$ cat src/rtl/ai_core_pkg.sv
// Shared types and constants for the arithmetic core blocks.
package ai_core_pkg;

  typedef enum logic [1:0] {
    DIV_IDLE = 2'd0,
    DIV_BUSY = 2'd1,
    DIV_DONE = 2'd2
  } div_state_e;

  // Fill bit replicated across the quotient when the divisor is zero.
  localparam logic DIV_ZERO_FILL_BIT = 1'b1;

endpackage

$ cat src/rtl/adder_n.sv
// Plain SIZE-bit combinational adder; carry out is dropped.
module adder_n #(
  parameter int unsigned SIZE = 8
) (
  input  logic [SIZE-1:0] a_i,
  input  logic [SIZE-1:0] b_i,
  output logic [SIZE-1:0] sum_c
);

  assign sum_c = a_i + b_i;

endmodule

$ cat src/rtl/divider_n.sv
// Iterative unsigned restoring divider, one quotient bit per cycle,
// with valid/ready handshakes on the operand and result sides.
module divider_n
  import ai_core_pkg::*;
#(
  parameter int unsigned SIZE = 18
) (
  input  logic            clk_i,
  input  logic            rst_ni,
  input  logic            in_valid_i,
  output logic            in_ready_o,
  input  logic [SIZE-1:0] dividend_i,
  input  logic [SIZE-1:0] divisor_i,
  output logic            out_valid_o,
  input  logic            out_ready_i,
  output logic [SIZE-1:0] quotient_o,
  output logic [SIZE-1:0] remainder_o,
  output logic            div_by_zero_o
);

  localparam int unsigned CW = (SIZE > 1) ? $clog2(SIZE) : 1;
  localparam int unsigned RW = SIZE + 1;

  div_state_e state_q, state_d;

  // Partial remainder stays below the divisor, so its top bit is always zero
  // and only SIZE bits are stored.
  logic [SIZE-1:0] rem_q;
  logic [SIZE-1:0] quo_q;
  logic [RW-1:0]   neg_div_q;
  logic [CW-1:0]   cnt_q;
  logic            last_q;

  logic [RW-1:0]   shifted_c;
  logic [RW-1:0]   trial_c;
  logic            load_c;
  logic            zero_c;
  logic            step_c;
  logic            finish_c;

  assign shifted_c = {rem_q, quo_q[SIZE-1]};

  adder_n #(
    .SIZE (RW)
  ) u_trial (
    .a_i   (shifted_c),
    .b_i   (neg_div_q),
    .sum_c (trial_c)
  );

  // Next-state and datapath control.
  always_comb begin
    state_d  = state_q;
    load_c   = 1'b0;
    zero_c   = 1'b0;
    step_c   = 1'b0;
    finish_c = 1'b0;
    unique case (state_q)
      DIV_IDLE: begin
        if (in_valid_i && in_ready_o) begin
          if (divisor_i == '0) begin
            zero_c  = 1'b1;
            state_d = DIV_DONE;
          end else begin
            load_c  = 1'b1;
            state_d = DIV_BUSY;
          end
        end
      end
      DIV_BUSY: begin
        // One settle cycle after the final iteration before publishing.
        if (last_q) begin
          finish_c = 1'b1;
          state_d  = DIV_DONE;
        end else begin
          step_c = 1'b1;
        end
      end
      DIV_DONE: begin
        if (out_ready_i) begin
          state_d = DIV_IDLE;
        end
      end
      default: state_d = DIV_IDLE;
    endcase
  end

  // State register with registered handshake flags.
  always_ff @(posedge clk_i or negedge rst_ni) begin
    if (!rst_ni) begin
      state_q     <= DIV_IDLE;
      in_ready_o  <= 1'b1;
      out_valid_o <= 1'b0;
    end else begin
      state_q     <= state_d;
      in_ready_o  <= (state_d == DIV_IDLE);
      out_valid_o <= (state_d == DIV_DONE);
    end
  end

  // Working registers and result registers.
  always_ff @(posedge clk_i or negedge rst_ni) begin
    if (!rst_ni) begin
      rem_q         <= '0;
      quo_q         <= '0;
      neg_div_q     <= '0;
      cnt_q         <= '0;
      last_q        <= 1'b0;
      quotient_o    <= '0;
      remainder_o   <= '0;
      div_by_zero_o <= 1'b0;
    end else begin
      if (load_c) begin
        rem_q     <= '0;
        quo_q     <= dividend_i;
        neg_div_q <= RW'(0) - {1'b0, divisor_i};
        cnt_q     <= '0;
        last_q    <= 1'b0;
      end else if (step_c) begin
        // Negative trial result means the divisor did not fit: restore.
        rem_q  <= trial_c[SIZE] ? shifted_c[SIZE-1:0] : trial_c[SIZE-1:0];
        quo_q  <= {quo_q[SIZE-2:0], ~trial_c[SIZE]};
        cnt_q  <= cnt_q + CW'(1);
        last_q <= (cnt_q == CW'(SIZE - 1));
      end

      if (zero_c) begin
        quotient_o    <= {SIZE{DIV_ZERO_FILL_BIT}};
        remainder_o   <= dividend_i;
        div_by_zero_o <= 1'b1;
      end else if (finish_c) begin
        quotient_o    <= quo_q;
        remainder_o   <= rem_q;
        div_by_zero_o <= 1'b0;
      end
    end
  end

endmodule

$ cat config.mk
export PLATFORM = sky130hd
export DESIGN_NAME = divider_n
export DESIGN_NICKNAME = d
export VERILOG_FILES = /design/src/rtl/ai_core_pkg.sv /design/src/rtl/adder_n.sv /design/src/rtl/divider_n.sv
export SDC_FILE = /design/constraint.sdc
export NUM_CORES = 1
export LEC_CHECK = 0
export BUFFER_PORTS_ARGS = -buffer_cell sky130_fd_sc_hd__buf_2
export CORE_UTILIZATION = 34
export CTS_CLUSTER_SIZE = 12
export DETAILED_ROUTE_END_ITERATION = 8
export MAX_ROUTING_LAYER = met4
export PLACE_DENSITY = 0.62
export SETUP_SLACK_MARGIN = 0.2
export SYNTH_ARGS = -nofsm -noshare
export SYNTH_HDL_FRONTEND = slang
export SYNTH_HIERARCHICAL = 1
export SYNTH_SLANG_ARGS = --single-unit
$ cat constraint.sdc
create_clock -name clk_i -period 9.1 [get_ports clk_i]
set_clock_uncertainty 0.05 [all_clocks]
set_input_delay 0.455 -clock clk_i [delete_from_list [all_inputs] [get_ports clk_i]]
set_output_delay 0.455 -clock clk_i [all_outputs]
set_load 0.02 [all_outputs]
==> results.json <==
{
  "outcome": "finished, final reports clean",
  "cp_max_fo": 19,
  "fin_nets": 695,
  "grt_setup_unrepaired": "false",
  "yosys.area.top_type": "dfrtp_1",
  "synth-edff-count": 0,
  "grt_pass1_vias": 4256,
  "n_antenna_cell": 0,
  "finalSetupViolCount": 0,
  "cts_root_buf": "clkbuf_16",
  "gp_congestion": 0.835,
  "r2r_setup_slack_ps": 5980,
  "syn_nets": 635,
  "antenna_found_initial": 0,
  "p_total_mw": 2.75,
  "layout_common_cells": "dfrtp_1 (101), nand2_1 (88), buf_2 (77)",
  "relSlewSlack_pct": 24.5,
  "cts_tree": "yes",
  "setup_tns_ps": 0,
  "port_buffers": 78,
  "cts_made_buffers": 9,
  "period_share_pct": 34.3,
  "powerDensity_mw_per_mm2": 431,
  "totalWireLength_mm": 13.0,
  "setup_ws_ps": 5980,
  "grt_overflow": 0,
  "ir_drop_uv": 184,
  "io_pins": 79,
  "synth_cell_types": 56,
  "dieArea_mm2": 0.0167,
  "synth_seq_cells": 102,
  "critPathKind": "register to register",
  "clock-sinks": 102,
  "grt_pass1_wl_mm": 21.6,
  "yosysSeqAreaShare_pct": 46.5,
  "drc": 0,
  "drtIter0Drc": 376,
  "yosys_warnings": 6,
  "postRouteAntennaNets": 0,
  "track_usage_pct": 17.2,
  "clkTransAtPathRegs_ps": 70,
  "fp.dieW_um": 129,
  "synth_cells": 573,
  "path_cells": "ha_1 -> inv_1 -> fa_1 -> nand2b_1 -> a21oi_1 -> o2111ai_1 -> o21ai_1 -> a31oi_1 -> xnor2_2 -> buf_4 -> mux2i_1 -> a211oi_1",
  "layout_commonest_cell": "dfrtp_1",
  "syn_to_final_growth_pct": 16.3,
  "dpl.hpwl_mm": 9.43,
  "synth.area.top_cells": "dfrtp_1 (46%), nand2_1 (6.0%), ha_1 (4.8%)",
  "dp_slack_ps": 5870,
  "rows": 46,
  "power_leakage_nw": 3.07,
  "clock_latency_ps": 340,
  "die_h_um": 129,
  "synth_top_area_share_pct": 46.1,
  "cp-end-kind": "register",
  "design.core.area_mm2": 0.0158,
  "clock_path_buffers": 2,
  "route.vias.total": 4453,
  "avgSynthCellArea_um2": 9.58,
  "drv_cap": 0,
  "synthArstFlopShare_pct": 100,
  "cp.required_ps": 9240,
  "post_drt_wl_per_cell_um": 15.3,
  "fillCellCount": 1587,
  "vias_per_cell": 5.21,
  "hold_path_class": "primary input to register",
  "placed_area_mm2": 0.00607,
  "fmax_mhz": 320,
  "syn_area_mm2": 0.00549,
  "drive_above_1_share_pct": 18.0,
  "worst_slew_pin_slew_ps": 1130,
  "stdcell_area_mm2": 0.00638,
  "slowest_stage": "dfrtp_1",
  "crit_arrival_ps": 3260,
  "grt_max_degree": 82,
  "start_kind": "register",
  "htree_levels": 3,
  "ys.flop_type": "dfrtp_1",
  "finalHoldViolations": 0,
  "fin_crit_ps": 3120,
  "finalMaxSlewViolations": 0,
  "start_util_pct": 34.7,
  "slowest_delay_ps": 440,
  "dr.pass1.iters": 5
}
## worst max-delay path: cells and delay by family (launching register included)
family / cells / cell delay (ps)
fa+ha+maj: 2 / 600
compound gates: 5 / 910
simple gates: 1 / 190
mux: 1 / 240
buf+inv: 2 / 390
xor+xnor: 1 / 140
flops: 1 / 440
## sequential cells by signal (all words and copies together), names as in the netlist
register       count
neg_div_q         19
quo_q             18
quotient_o        18
rem_q             18
remainder_o       18
cnt_q              5
state_q            2
div_by_zero_o      1
in_ready_o         1
last_q             1
out_valid_o        1
## through the flow
| stage | util (%) | std cells | hold slack, ps |
|---|---|---|---|
| floorplan | - | 573 | 109 |
| global placement | 38.4 | 837 | 317 |
| detailed placement | 38.4 | 837 | 316 |
| CTS | 40.3 | 854 | 304 |
| global route | 40.3 | 854 | 304 |
| finish | 40.3 | 854 | 316 |
## path summary, 6_finish.rpt
path,start,end,cells after the start
worst max-delay path,quo_q[17],rem_q[11],12
worst min-delay path,dividend_i[16],quo_q[16],3
worst max register to register,quo_q[17],rem_q[11],12
worst min register to register,div_by_zero_o,div_by_zero_o,2
max in group asynchronous,rst_ni,remainder_o[1],3
min in group asynchronous,rst_ni,neg_div_q[15],2
## routing by layer
layer,up-vias,global-route usage (%),share of wire (%)
met3,22,2.68,3.9
met5,-,-,0
li1,2167,-,-
met2,118,25.8,45
met4,0,5.26,1.3
met1,2146,23.8,50
## cell type report
type	instances	area, µm²	area share (%)
Sequential cell	102	2550	40.0
Timing Repair Buffer	85	448	7.02
Clock inverter	4	53.8	0.843
Inverter	9	33.8	0.529
Clock buffer	12	246	3.86
Multi-Input combinational cell	426	2780	43.5
Tap cell	216	270	4.24
## report_power, final
group	total (mW)	leakage, nW	internal, mW	switching [mW]
clock network	0.389	0.139	0.222	0.167
logic	1.49	1.68	0.650	0.844
registers	0.868	1.25	0.683	0.184
total	2.75	3.07	1.56	1.20
## synth_stat cells (2+ instances only)
library cell    n
a2111oi_0       2
a211oi_1       20
a21o_1         22
a21oi_1        18
a22o_1         16
a22oi_1        18
a31oi_1         3
a32oi_1         2
and2_1          2
and3_1          3
buf_2           7
clkbuf_1       28
dfrtp_1       101
ha_1           21
inv_1           9
mux2_2          2
mux2i_1        19
nand2_1        88
nand2b_1        5
nand3_1        22
nand4_1         3
nor2_1         39
nor2b_1         7
nor3_1          8
nor4_1          2
o21a_1          2
o21ai_0        35
o21ai_1         4
o31ai_1         2
or3_1           4
or4_1           2
or4_4           2
xnor2_1        14
xor2_1         19
## cells by family after synthesis
family,share of synthesized area [%]
and+or+nand+nor,15.9
muxes,4.15
adders and majority gates,5.15
AOI/OAI and AO/OA,19.6
DFF,46.5
xor gates and xnor gates,5.27
buffers and inverters,3.37
## timing repair
action	4_1_cts	5_1_grt
hold buffers	1	0
endpoints found under the setup margin	0	0
buffers inserted	0	0
hold endpoints to repair	21	0
resized for setup	0	0
No activity file was read; power rests on OpenSTA's default activity.
